--- src/rtl/vliw_imm_pkg.sv ---
// vliw_imm_pkg: immediate kinds, widths and opcode match constants for the VLIW immediate stage
package vliw_imm_pkg;
  localparam int INSTR_W = 16;
  localparam int IMM_W = 32;
  localparam logic [2:0] OPC_SEXT11 = 3'b111;
  localparam logic [3:0] OPC_SEXT8 = 4'b1101;
  localparam logic [2:0] OPC_ZEXT8 = 3'b001;
  typedef enum logic [1:0] {
    IMM_NONE   = 2'b00,
    IMM_ZEXT8  = 2'b01,
    IMM_SEXT8  = 2'b10,
    IMM_SEXT11 = 2'b11
  } imm_kind_t;
endpackage

--- src/rtl/imm_slot_decode.sv ---
// imm_slot_decode: classifies one 16-bit instruction and extends its immediate to 32 bits (i_instr -> o_kind, o_imm)
module imm_slot_decode
  import vliw_imm_pkg::*;
(
  input  logic [INSTR_W-1:0] i_instr,
  output imm_kind_t          o_kind,
  output logic [IMM_W-1:0]   o_imm
);
  always_comb begin
    o_kind = i_instr[15:13] == OPC_SEXT11 ? IMM_SEXT11 :
             i_instr[15:12] == OPC_SEXT8  ? IMM_SEXT8  :
             i_instr[15:13] == OPC_ZEXT8  ? IMM_ZEXT8  : IMM_NONE;
    o_imm  = o_kind == IMM_SEXT11 ? {{21{i_instr[10]}}, i_instr[10:0]} :
             o_kind == IMM_SEXT8  ? {{24{i_instr[7]}}, i_instr[7:0]}   :
             o_kind == IMM_ZEXT8  ? {24'b0, i_instr[7:0]}              : '0;
  end
endmodule

--- src/rtl/vliw_imm_stage.sv ---
// vliw_imm_stage: per-slot immediate decode registered behind a valid/ready handshake with a 2-entry skid buffer
// in: clk, reset, flush, in_valid/in_bundle/in_pc, out_ready; out: in_ready, out_valid/out_pc/out_imm/out_kind
module vliw_imm_stage
  import vliw_imm_pkg::*;
#(
  parameter int NUM_SLOTS = 2
) (
  input  logic                         clk,
  input  logic                         reset,
  input  logic                         flush,
  input  logic                         in_valid,
  output logic                         in_ready,
  input  logic [INSTR_W*NUM_SLOTS-1:0] in_bundle,
  input  logic [31:0]                  in_pc,
  output logic                         out_valid,
  input  logic                         out_ready,
  output logic [31:0]                  out_pc,
  output logic [IMM_W*NUM_SLOTS-1:0]   out_imm,
  output logic [2*NUM_SLOTS-1:0]       out_kind
);
  logic [IMM_W*NUM_SLOTS-1:0] w_imm;
  logic [2*NUM_SLOTS-1:0]     w_kind;
  logic                       w_in_fire;
  logic                       w_out_fire;
  logic                       r_in_ready;
  logic                       r_main_valid;
  logic [31:0]                r_main_pc;
  logic [IMM_W*NUM_SLOTS-1:0] r_main_imm;
  logic [2*NUM_SLOTS-1:0]     r_main_kind;
  logic                       r_skid_valid;
  logic [31:0]                r_skid_pc;
  logic [IMM_W*NUM_SLOTS-1:0] r_skid_imm;
  logic [2*NUM_SLOTS-1:0]     r_skid_kind;
  for (genvar s = 0; s < NUM_SLOTS; s++) begin : g_slot
    imm_kind_t w_k;
    imm_slot_decode u_dec (
      .i_instr(in_bundle[s*INSTR_W +: INSTR_W]),
      .o_kind (w_k),
      .o_imm  (w_imm[s*IMM_W +: IMM_W])
    );
    assign w_kind[2*s +: 2] = w_k;
  end
  assign w_in_fire  = in_valid & r_in_ready;
  assign w_out_fire = r_main_valid & out_ready;
  assign in_ready   = r_in_ready;
  assign out_valid  = r_main_valid;
  assign out_pc     = r_main_pc;
  assign out_imm    = r_main_imm;
  assign out_kind   = r_main_kind;
  // in_ready is kept as the registered complement of skid occupancy, so a
  // stalled downstream never reaches in_ready combinationally.
  always_ff @(posedge clk) begin
    if (reset || flush) begin
      r_in_ready   <= 1'b1;
      r_main_valid <= 1'b0;
      r_main_pc    <= '0;
      r_main_imm   <= '0;
      r_main_kind  <= '0;
      r_skid_valid <= 1'b0;
      r_skid_pc    <= '0;
      r_skid_imm   <= '0;
      r_skid_kind  <= '0;
    end else if (w_out_fire && r_skid_valid) begin
      r_main_pc    <= r_skid_pc;
      r_main_imm   <= r_skid_imm;
      r_main_kind  <= r_skid_kind;
      r_skid_valid <= 1'b0;
      r_in_ready   <= 1'b1;
    end else if (w_in_fire && (!r_main_valid || w_out_fire)) begin
      r_main_valid <= 1'b1;
      r_main_pc    <= in_pc;
      r_main_imm   <= w_imm;
      r_main_kind  <= w_kind;
    end else if (w_in_fire) begin
      r_skid_valid <= 1'b1;
      r_skid_pc    <= in_pc;
      r_skid_imm   <= w_imm;
      r_skid_kind  <= w_kind;
      r_in_ready   <= 1'b0;
    end else if (w_out_fire) begin
      r_main_valid <= 1'b0;
    end
  end
endmodule

--- config.mk ---
export PLATFORM = sky130hd
export DESIGN_NAME = vliw_imm_stage
export DESIGN_NICKNAME = d
export VERILOG_FILES = /design/src/rtl/vliw_imm_pkg.sv /design/src/rtl/imm_slot_decode.sv /design/src/rtl/vliw_imm_stage.sv
export SDC_FILE = /design/constraint.sdc
export NUM_CORES = 1
export LEC_CHECK = 0
export BUFFER_PORTS_ARGS = -buffer_cell sky130_fd_sc_hd__clkbuf_2
export CAP_MARGIN = 20
export CORE_ASPECT_RATIO = 0.7
export CORE_MARGIN = 10
export CORE_UTILIZATION = 51
export CTS_CLUSTER_DIAMETER = 80
export DETAILED_ROUTE_END_ITERATION = 8
export PLACE_DENSITY = 0.88
export SETUP_SLACK_MARGIN = 0.3
export SLEW_MARGIN = 40
export SYNTH_ARGS = -nofsm -noshare
export SYNTH_HDL_FRONTEND = slang
export SYNTH_SLANG_ARGS = --single-unit
--- constraint.sdc ---
create_clock -name clk -period 1.6 [get_ports clk]
set_input_delay 0.24 -clock clk [delete_from_list [all_inputs] [get_ports clk]]
set_output_delay 0.24 -clock clk [all_outputs]
set_load 0.05 [all_outputs]
# Yosys cells after proc, flatten, opt, wreduce, memory -nomap -nowiden

Cells that the tools add are included.
W data, S select, Z words.

Register bits: 203
Bits of input ports: 69
Output and inout bits: 102
Word-level logic and storage cells: 58

Eq/ne operators: 13
Muxes and demuxes: 21
Bitwise gates (word level): 4
Reduce and logical (&&, ||, !) cells: 11

Operators with widths:

| kind                 | count |
|---|---|
| $mux W32             | 6 |
| $mux W64             | 2 |
| $mux W8              | 2 |
| $eq A2 B2 Y1 const B | 4 |
| $eq A4 B4 Y1 const B | 2 |
| $mux W2              | 4 |
| $mux W4              | 2 |
| $eq A3 B1 Y1 const B | 2 |
| $eq A3 B3 Y1 const B | 2 |
| $reduce_and A3 Y1    | 2 |
| $mux W1              | 5 |
| $eq A2 B1 Y1 const B | 2 |
| $reduce_bool A2 Y1   | 2 |
| $and A1 B1 Y1        | 2 |
| $logic_and A1 B1 Y1  | 2 |
| $logic_or A1 B1 Y1   | 2 |
| $ne A2 B1 Y1 const B | 1 |
| $not A1 Y1           | 2 |
| $reduce_and A2 Y1    | 1 |
| $reduce_or A2 Y1     | 1 |
| $logic_not A1 Y1     | 1 |

# Logic depth before layout (Yosys ltp)

Gate-level depths: netlist of the first run.

Depth after elaboration: 10
Mapped depth: 7
Gate-level depth less buffers: 4

# Cells and area by module

From an unflattened synthesis of the first run, not the netlist that was laid out.

Cells, all modules: 1228
Area total of the unflattened synthesis: 10500.1 µm²

By module, submodules not included:

| module          | times used | cells an instance | area an instance (µm²) | seq. area each (µm²) |
|---|---|---|---|---|
| vliw_imm_stage  | 1          | 1142              | 9892.0                 | 4063.9 |
| imm_slot_decode | 2          | 43                | 304.0                  | 0.0 |

# Worst setup path after synthesis of the first run

OpenSTA, ideal clock, no wires.

Path kind: register to register
From: register r_main_valid, in the netlist out_valid
To: register r_main_kind[0], in the netlist out_kind[0]
Setup time: 128 ps
Data arrival time: 1665 ps
Data required time: 1472 ps
Slack: -193 ps
Cell stages (with the launch flop): 8
Path buffers: 3
Period minus slack after synthesis: 1793 ps
Cell sequence: dfxtp_1 > buf_4 > nand2_4 > a21bo_1 > buf_6 > buf_6 > a222oi_1 > nor2_1

Longest elaborated chain between the ends: 4
Elaborated cells between the ends (all ways): 7
Those cells by class: mux (1); bitwise (1); reduce/logical (5)

RTL lines:

| what                                              | line                                       | RTL |
|---|---|---|
| start, declared                                   | vliw_imm_stage.sv:26                       | `logic r_main_valid;` |
| start signal, assigned                            | vliw_imm_stage.sv:55                       | `r_main_valid <= 1'b0;` |
| start signal, assigned                            | vliw_imm_stage.sv:70                       | `r_main_valid <= 1'b1;` |
| start signal, assigned                            | vliw_imm_stage.sv:81                       | `r_main_valid <= 1'b0;` |
| $and A1 B1 Y1 or $logic_not A1 Y1 (tied branches) | vliw_imm_stage.sv:44, vliw_imm_stage.sv:69 |  |
| $logic_or A1 B1 Y1                                | vliw_imm_stage.sv:69                       | `end else if (w_in_fire && (!r_main_valid \|\| w_out_fire)) begin` |
| $logic_and A1 B1 Y1                               | vliw_imm_stage.sv:69                       |  |
| $reduce_bool A2 Y1 (no source line)               | n/a                                        |  |
| end signal, assigned                              | vliw_imm_stage.sv:66                       | `r_main_kind <= r_skid_kind;` |
| end signal, assigned                              | vliw_imm_stage.sv:73                       | `r_main_kind <= w_kind;` |
| end, declared                                     | vliw_imm_stage.sv:29                       | `logic [2*NUM_SLOTS-1:0] r_main_kind;` |

Parallel ways exist; a longest one is shown, timed or not.
A chain may end at the register's enable or synchronous reset.

# Worst setup path after layout of the first run

Ends and elaborated chain as after synthesis.

==> flow_summary.json, run 1 <==
{
  "status": "complete, but fails checks",
  "violations": "setup timing",
  "dpl_worst_slack_ps": 105,
  "grt_pass1_vias": 5206,
  "cts_tree": "built",
  "slew_violations": 0,
  "crit_fanout": 6,
  "ctsHtreeMaxLevel": 4,
  "utilization": 0.843,
  "fin_crit_ps": 1650,
  "slew_headroom": 0.422,
  "max_freq_mhz": 606,
  "rrSetupSlack_ps": -50,
  "drv_cap": 0,
  "leakage_nw": 3.15,
  "wire_per_inst_um": 22.9,
  "critPathLaunchType": "flip-flop",
  "worst_hold_path_type": "in -> reg",
  "rsz0062_at_grt": "yes",
  "grt_use_total": 0.229,
  "io_buffers": 168,
  "reg2reg_depth": 6,
  "remaining_drc_errors": 0,
  "synth.distinct_cells": 37,
  "worstMarginPinSlew_ps": 861,
  "grt_pass1_wl_um": 27900,
  "critPathSlowestCell": "a222oi_1",
  "ys_seq_area_frac": 0.456,
  "reg2reg_to": "out_kind[0]$_SDFFE_PP0P_",
  "cts_buffers": 17,
  "pin_count": 171,
  "hold_violations": 0,
  "synth_warnings": 0,
  "setup_tns_ps": -51.5,
  "root_buffer": "clkbuf_16",
  "rows": 30,
  "die_x_um": 141,
  "wirelength_um": 22200,
  "grt_max_degree": 37,
  "clk_pin_slew_ps": 60,
  "grt-ovfl-total": 0,
  "holdCritStartpoint": "in_pc[1]",
  "chipHeight_um": 105,
  "synth_area_um2": 5220,
  "dp_hpwl_um": 10400,
  "syn_area_per_cell_um2": 7.82,
  "power.density_nw_per_um2": 1010,
  "nets": 894,
  "finalCritPeriodShare": 1.03,
  "crit_type": "reg -> reg",
  "holdPathEnd": "r_skid_pc[1]$_SDFFE_PP0P_",
  "drive_gt1_frac": 0.390,
  "initial_core_util": 0.531,
  "stdcell_area_um2": 8290,
  "syn_inst": 668,
  "area_delta_synth_final_pct": 58.7,
  "cp-end-kind": "flip-flop",
  "vias": 5905,
  "viasPerCell": 6.11,
  "setup_viol": 1,
  "clk_path_buf_depth": 2,
  "drt_iter0_drc": 796,
  "whs_path_depth": 3,
  "path_cells": "buf_6, a21oi_4, buf_12, buf_16, a222oi_1, nor2_1",
  "skew_ps": 11.2,
  "core-area_um2": 9830,
  "arrival_ps": 1910,
  "clock_latency_ps": 410,
  "cpPeakStageDelay_ps": 470,
  "gp_congestion": 0.796,
  "diodes": 0,
  "reg2reg_from": "out_valid$_SDFFE_PP0P_",
  "antenna_found_initial": 0,
  "ir_drop_v": 0.000825,
  "place_area_um2": 5990,
  "drtPass1Iterations": 6,
  "crit_required_ps": 1860,
  "setup_slack_ps": -51.5,
  "ant_nets": 0,
  "ys_ff_latch": 119,
  "die-area_um2": 14700,
  "syn_nets": 737,
  "clkSinkCount": 119
}
## registers in the layout (all words and copies together), names as in the netlist
register and cells:
out_valid 1, out_kind 4, r_skid_kind 4, in_ready 1
out_pc 32, r_skid_pc 32, r_skid_valid 1, r_skid_imm 22
out_imm 22
## how the worst max path moves through the flow
stage | slack [ps] | end | from | depth (start not counted)
6_report | -50 | out_kind[0]$_SDFFE_PP0P_ | out_valid$_SDFFE_PP0P_ | 6
5_1_grt | -70 | out_kind[0]$_SDFFE_PP0P_ | out_valid$_SDFFE_PP0P_ | 6
4_1_cts | 220 | out_imm[61] | out_imm[62]$_SDFFE_PP0P_ | 2
3_5_place_dp | 110 | out_kind[1]$_SDFFE_PP0P_ | out_ready | 6
3_3_place_gp | 130 | out_kind[1]$_SDFFE_PP0P_ | out_ready | 6
2_1_floorplan | 110 | out_kind[0]$_SDFFE_PP0P_ | out_valid$_SDFFE_PP0P_ | 7
## synth_stat cells, drive strengths merged
master | instances | area [µm²]
nand3 | 34 | 170
o21ai | 1 | 5.00
a222oi | 2 | 20.0
xnor2 | 2 | 17.5
a32oi | 1 | 8.76
a211oi | 1 | 12.5
nor2 | 16 | 60.1
o22ai | 22 | 138
clkbuf | 22 | 83.8
a21o | 1 | 7.51
and2 | 3 | 18.8
a221oi | 4 | 35.0
nor3 | 1 | 5.00
o2bb2ai | 1 | 15.0
nand2b | 2 | 20.0
a21oi | 130 | 654
inv | 2 | 7.51
a21bo | 1 | 10.0
a22oi | 34 | 255
or2 | 1 | 6.26
a31oi | 1 | 6.26
nor2b | 1 | 6.26
buf | 74 | 507
nand4 | 2 | 12.5
nand2 | 185 | 702
dfxtp | 119 | 2380
nand4b | 1 | 23.8
and3 | 1 | 6.26
o211a | 1 | 10.0
nand3b | 2 | 15.0
## final cells by class
cell class | instances | area [µm²]
fill | 476 | 1550
timing repair buffer | 234 | 2540
clock inverter | 11 | 193
inverter | 2 | 7.51
multi-input combinational | 451 | 2500
clock buffer | 21 | 482
sequential | 119 | 2400
tap | 128 | 160
## routing by layer
| layer | GRT usage | wire length [µm] | vias up |
|---|---|---|---|
| met5 | 0 | 0 | - |
| met4 | 0.0662 | 866 | 0 |
| met3 | 0.0981 | 2720 | 110 |
| met2 | 0.366 | 10400 | 480 |
| met1 | 0.273 | 8210 | 2736 |
| li1 | - | - | 2579 |
## repair_timing
action	CTS	global route
endpoints found under the setup margin	162	195
gates resized for setup	126	155
buffers inserted	13	17
hold buffers	0	0
pin swaps	3	37
gates cloned	1	13
## placed cells by master, fill, tap and decap left out, types with 2 or more instances in the layout
master / count
nand2_1: 183
a21oi_1: 114
dfxtp_1: 114
clkbuf_2: 76
clkbuf_16: 50
buf_4: 38
nand3_1: 31
clkbuf_4: 24
buf_12: 22
o22ai_1: 21
a22oi_2: 20
buf_2: 16
a21oi_2: 15
nor2_1: 15
a22oi_1: 14
buf_8: 13
buf_6: 11
bufinv_16: 5
dfxtp_4: 5
a221oi_2: 4
nand3_2: 3
nand2b_4: 2
nand3b_1: 2
nand4_1: 2
xnor2_1: 2
inv_1: 2
and2_1: 2
a222oi_1: 2
clkinvlp_4: 2
clkbuf_8: 2
clkinv_4: 2
clkinv_2: 2
buf_16: 2
## worst max-delay path: cells and delay by family, from the launching register on
kind | cells | cell delay (ps)
AND/OR/NAND/NOR | 1 | 150
flip-flops | 1 | 420
buffers and inverters | 3 | 390
AO/OA/AOI/OAI | 2 | 540
## per-stage QoR
step | power (mW) | hold WS [ps] | cells
detailed placement | 3.83 | 444 | 890
finish | 8.39 | 70.7 | 966
floorplan | 3.60 | 343 | 668
global placement | 3.82 | 440 | 890
global route | 8.60 | 72.2 | 966
CTS | 8.18 | 52.5 | 936
## report_power, final
group / total [mW] / switching [mW] / internal [mW]
Clock: 4.33 / 1.39 / 2.94
Combinational: 1.02 / 0.622 / 0.401
Sequential: 3.04 / 0.0370 / 3.00
Total: 8.39 / 2.05 / 6.34
## cell families after synthesis
family	synth area share
AO/OA/AOI/OAI	0.225
XOR/XNOR	0.00336
buffers and inverters	0.115
flip-flops	0.456
AND/OR/NAND/NOR	0.200
Note: power is estimated with default switching activity, not from simulation.
==> run 2, diff against run 1 <==
Settings changed: CORE_UTILIZATION 51 to 46, PLACE_DENSITY 0.88 to 0.85, SKIP_LAST_GASP set to 1.
Clock period 1.6 ns to 1.45 ns, I/O delays scaled along.
==> flow_summary.json, run 2 (synthesis results as in run 1) <==
{
  "clkSinkCount": 119,
  "status": "complete, but fails checks",
  "wl_met2_um": 10200,
  "grt_pass1_vias": 5113,
  "crit_path_frequent_cell": "buf_12",
  "grt_use_total": 0.204,
  "die-area_um2": 16100,
  "whs_ps": 42.1,
  "clk_path_buf_depth": 2,
  "worstMarginPinSlew_ps": 973,
  "stdcell_area_um2": 8960,
  "drv_cap": 0,
  "cp-startpoint": "out_valid$_SDFFE_PP0P_",
  "chipHeight_um": 109,
  "drive_gt1_frac": 0.470,
  "wire_per_inst_um": 21.4,
  "hold_violations": 0,
  "rows": 32,
  "fillers": 618,
  "wirelength_um": 21600,
  "drtPass1Iterations": 5,
  "crit_fanout": 7,
  "cts_buffers": 17,
  "dp_hpwl_um": 10600,
  "dp_cells": 921,
  "root_buffer": "clkbuf_16",
  "clk_pin_slew_ps": 60,
  "gp_congestion": 0.818,
  "crit_type": "reg -> reg",
  "reg2reg_depth": 7,
  "ant_nets": 0,
  "violations": "setup timing",
  "core-area_um2": 11100,
  "slew_violations": 0,
  "fin_cells": 1006,
  "arrival_ps": 1800,
  "setup_viol": 4,
  "die_x_um": 147,
  "whs_path_depth": 3,
  "cts_tree": "built",
  "fin_crit_ps": 1460,
  "clock_latency_ps": 410,
  "power.density_nw_per_um2": 1020,
  "met1_length_um": 9050,
  "setup_slack_ps": -7.62,
  "pin_count": 171,
  "nets": 909,
  "mostFrequentLayoutCells": "nand2_1 (172), clkbuf_2 (106), dfxtp_1 (100)",
  "setup_tns_ps": -16.2,
  "grt-ovfl-total": 0,
  "skew_ps": 12.6,
  "initial_core_util": 0.472,
  "io_buffers": 168,
  "diodes": 0,
  "viasPerCell": 5.73,
  "leakage_nw": 3.44,
  "holdPathEnd": "r_skid_pc[7]$_SDFFE_PP0P_",
  "grt_max_degree": 63,
  "worst_hold_path_type": "in -> reg",
  "register_area_um2": 2450,
  "rrSetupSlack_ps": -8,
  "top_layer": "met4",
  "antenna_found_initial": 0,
  "vias": 5767,
  "reg2reg_from": "out_valid$_SDFFE_PP0P_",
  "critPathLaunchType": "flip-flop",
  "ir_drop_v": 0.000716,
  "drt_iter0_drc": 627,
  "holdCritStartpoint": "in_pc[7]",
  "cp-end-kind": "flip-flop",
  "wl_met3_um": 1850,
  "grt_pass1_wl_um": 26900,
  "utilization": 0.811,
  "multi_input_area_um2": 2720,
  "cpPeakStageDelay_ps": 420,
  "max_freq_mhz": 686,
  "finalCritPeriodShare": 1.01,
  "slew_headroom": 0.348,
  "reg2reg_to": "r_skid_imm[35]$_SDFFE_PP0P_",
  "final_common_cell": "nand2_1",
  "critPathSlowestCell": "dfxtp_4",
  "crit_required_ps": 1790,
  "remaining_drc_errors": 0,
  "rsz0062_at_grt": "yes",
  "place_area_um2": 6060,
  "area_delta_synth_final_pct": 71.7,
  "path_cells": "nand2b_4, buf_6, nor2_4, buf_12, buf_12, nand3_4, a21oi_2",
  "ctsHtreeMaxLevel": 4
}
[run 2: changes by cell type in the layout (fill, tap and decap cells not counted), sizes merged]
cell / previous run / this run
clkbuf: 153 / 161
buf: 102 / 108
inv: 2 / 7
clkinv: 4 / 2
bufinv: 5 / 4
clkinvlp: 2 / 1
[run 2: worst max-delay path, delay by kind of cell (launching register included)]
kind | cells | cell delay (ps)
AOI/OAI and AO/OA | 1 | 170
buffers and inverters | 3 | 450
DFF | 1 | 420
and+or+nand+nor | 3 | 360
[run 2: per-stage QoR]
stage / setup WS [ps] / power [mW]
after global routing: -44.0 / 9.42
after global placement: 54.0 / 4.21
after CTS: 72.7 / 8.99
after detailed placement: 1.12 / 4.22
final: -7.62 / 9.19
after floorplan: -32.8 / 3.97
[run 2: repair_timing]
item                       4_1_cts  5_1_grt
cloned                           2       12
setup endpoints to repair      220      220
setup buffers                   19       20
pin swaps                       18       51
resized for setup              151      262
hold buffers                     0        0
[run 2: cell type report]
class / instances / area share
multi-input cells: 451 / 0.303
clock buffers: 20 / 0.0533
well taps: 153 / 0.0214
repair buffers: 249 / 0.327
flip-flops and latches: 119 / 0.273
clock inverters: 12 / 0.0207
inverters: 2 / 0.000837
[run 2: worst max-delay path by stage]
stage / to / depth (start not counted)
after global routing: r_skid_imm[35]$_SDFFE_PP0P_ / 7
after floorplan: out_kind[0]$_SDFFE_PP0P_ / 7
final: r_skid_imm[35]$_SDFFE_PP0P_ / 7
after global placement: out_pc[5]$_SDFFE_PP0P_ / 5
after detailed placement: out_pc[10]$_SDFFE_PP0P_ / 5
after CTS: out_imm[54] / 2
[run 2: report_power, final]
part           internal, mW  switching [mW]
clock network          3.10            1.62
registers              3.29          0.0405
logic                 0.437           0.688
[run 2: layer usage]
layer / track usage / vias up
met5: 0 / -
met4: 0.0642 / 0
met3: 0.0745 / 50
met2: 0.321 / 364
met1: 0.257 / 2742
li1: - / 2611
==> run 3, diff against run 2 <==
Settings changed: CTS_BUF_LIST set to sky130_fd_sc_hd__clkbuf_16, HOLD_SLACK_MARGIN set to 0.06.
==> flow_summary.json, run 3 (synthesis results as in run 1) <==
{
  "crit_buf_inv": 2,
  "io_buffers": 168,
  "violations": "setup timing",
  "ir_drop_v": 0.00105,
  "fillers": 546,
  "wire_per_inst_um": 21.3,
  "chipHeight_um": 109,
  "antenna_found_initial": 0,
  "crit_type": "reg -> reg",
  "setup_viol": 14,
  "use_met3": 0.0745,
  "path_cells": "nand2b_4, buf_6, nor2_4, buf_12, nand3_1, a21oi_2",
  "clkSinkCount": 119,
  "arrival_ps": 1860,
  "crit_fanout": 9,
  "slew_violations": 0,
  "worst_hold_path_type": "in -> reg",
  "area_delta_synth_final_pct": 78.9,
  "diodes": 0,
  "drive_gt1_frac": 0.455,
  "setup_slack_ps": -86.8,
  "ctsHtreeMaxLevel": 4,
  "whs_path_depth": 3,
  "clk_pin_slew_ps": 60,
  "die_x_um": 147,
  "initial_core_util": 0.472,
  "final_common_cell": "nand2_1",
  "grt_max_degree": 63,
  "clk_path_buf_depth": 2,
  "gp_congestion": 0.818,
  "cpPeakStageDelay_ps": 420,
  "dpl_worst_slack_ps": 1.12,
  "cts_buffers": 17,
  "remaining_drc_errors": 0,
  "globalRoute.busiestLayer": "met2",
  "nets": 950,
  "skew_ps": 9.67,
  "crit_family": "simple AND/OR/NAND/NOR gates",
  "max_freq_mhz": 651,
  "grt.met2_usage": 0.349,
  "vias": 5913,
  "wirelength_um": 22300,
  "slew_headroom": 0.431,
  "drv_cap": 0,
  "whs_ps": 73.9,
  "grt-ovfl-total": 0,
  "die-area_um2": 16100,
  "pin_count": 171,
  "drt_iter0_drc": 611,
  "grt_use_met1": 0.261,
  "clock_latency_ps": 410,
  "utilization": 0.845,
  "crit_required_ps": 1770,
  "mostFrequentLayoutCells": "nand2_1 (174), clkbuf_2 (105), dfxtp_1 (98)",
  "grt_pass1_wl_um": 28100,
  "holdPathEnd": "r_skid_pc[11]$_SDFFE_PP0P_",
  "total_power_mw": 9.16,
  "status": "complete, but fails checks",
  "power.density_nw_per_um2": 981,
  "rrSetupSlack_ps": -90,
  "hold_violations": 0,
  "drtPass1Iterations": 8,
  "leakage_nw": 3.61,
  "ant_nets": 0,
  "reg2reg_from": "out_valid$_SDFFE_PP0P_",
  "grt_pass1_vias": 5359,
  "holdCritStartpoint": "in_pc[11]",
  "cts_tree": "built",
  "viasPerCell": 5.65,
  "worstMarginPinSlew_ps": 848,
  "cp-end-kind": "flip-flop",
  "critPathLaunchType": "flip-flop",
  "reg2reg_to": "r_skid_imm[7]$_SDFFE_PP0P_",
  "dp_hpwl_um": 10600,
  "rows": 32,
  "rsz0062_at_grt": "yes",
  "core-area_um2": 11100,
  "finalCritPeriodShare": 1.06,
  "fin_crit_ps": 1540,
  "critPathSlowestCell": "dfxtp_4",
  "reg2reg_depth": 6,
  "root_buffer": "clkbuf_16",
  "grt_use_total": 0.212
}
-- run 3: repair_timing --
item	4_1_cts	5_1_grt
setup endpoints to repair	220	220
pin swaps	22	44
endpoints found under the hold margin	39	0
cloned	2	13
hold buffers	36	0
resized for setup	157	255
buffers inserted	20	23
-- run 3: worst max-delay path by stage --
stage	start	end	slack [ps]	cells after the start
finish	out_valid$_SDFFE_PP0P_	r_skid_imm[7]$_SDFFE_PP0P_	-90	6
global route	out_valid$_SDFFE_PP0P_	r_skid_imm[7]$_SDFFE_PP0P_	-110	6
CTS	out_imm[31]$_SDFFE_PP0P_	out_imm[17]	70	2
detailed placement	r_skid_valid$_SDFFE_PP0P_	out_pc[10]$_SDFFE_PP0P_	1	5
global placement	r_skid_valid$_SDFFE_PP0P_	out_pc[5]$_SDFFE_PP0P_	50	5
floorplan	out_valid$_SDFFE_PP0P_	out_kind[0]$_SDFFE_PP0P_	-30	7
-- run 3: stage by stage --
stage	cell area, µm²	instances	setup TNS (ps)
after floorplan	5450	668	-350
after global placement	6060	921	0
after detailed placement	6060	921	0
after CTS	8060	1011	0
after global routing	9340	1047	-1590
final	9340	1047	-391
-- run 3: per-layer routing --
metal,up-vias,share of wire
li1,2685,-
met1,2843,0.41
met2,347,0.49
met3,38,0.083
met4,0,0.016
met5,-,0
-- run 3: power by group --
| group | leakage [nW] | switching, mW | total, mW | internal [mW] |
|---|---|---|---|---|
| combinational | 2.32 | 0.705 | 1.22 | 0.510 |
| clock | 0.312 | 1.62 | 4.61 | 3.00 |
| sequential | 0.977 | 0.0405 | 3.33 | 3.29 |
| total | 3.61 | 2.36 | 9.16 | 6.80 |
-- run 3: worst reg2reg max path, cell delays in order, from the launching register on --
cell      delay [ps]
dfxtp_4          420
nand2b_4          70
buf_6            120
nor2_4           250
buf_12           170
nand3_1          170
a21oi_2          250
-- run 3: final cells by class --
| type | count | area [µm²] | area share |
|---|---|---|---|
| clock buffer | 18 | 450 | 0.0482 |
| clock inverter | 14 | 193 | 0.0206 |
| inverter | 2 | 7.51 | 0.000804 |
| multi-input combinational | 451 | 2700 | 0.288 |
| sequential | 119 | 2450 | 0.262 |
| tap | 153 | 191 | 0.0205 |
| timing repair buffer | 290 | 3350 | 0.359 |
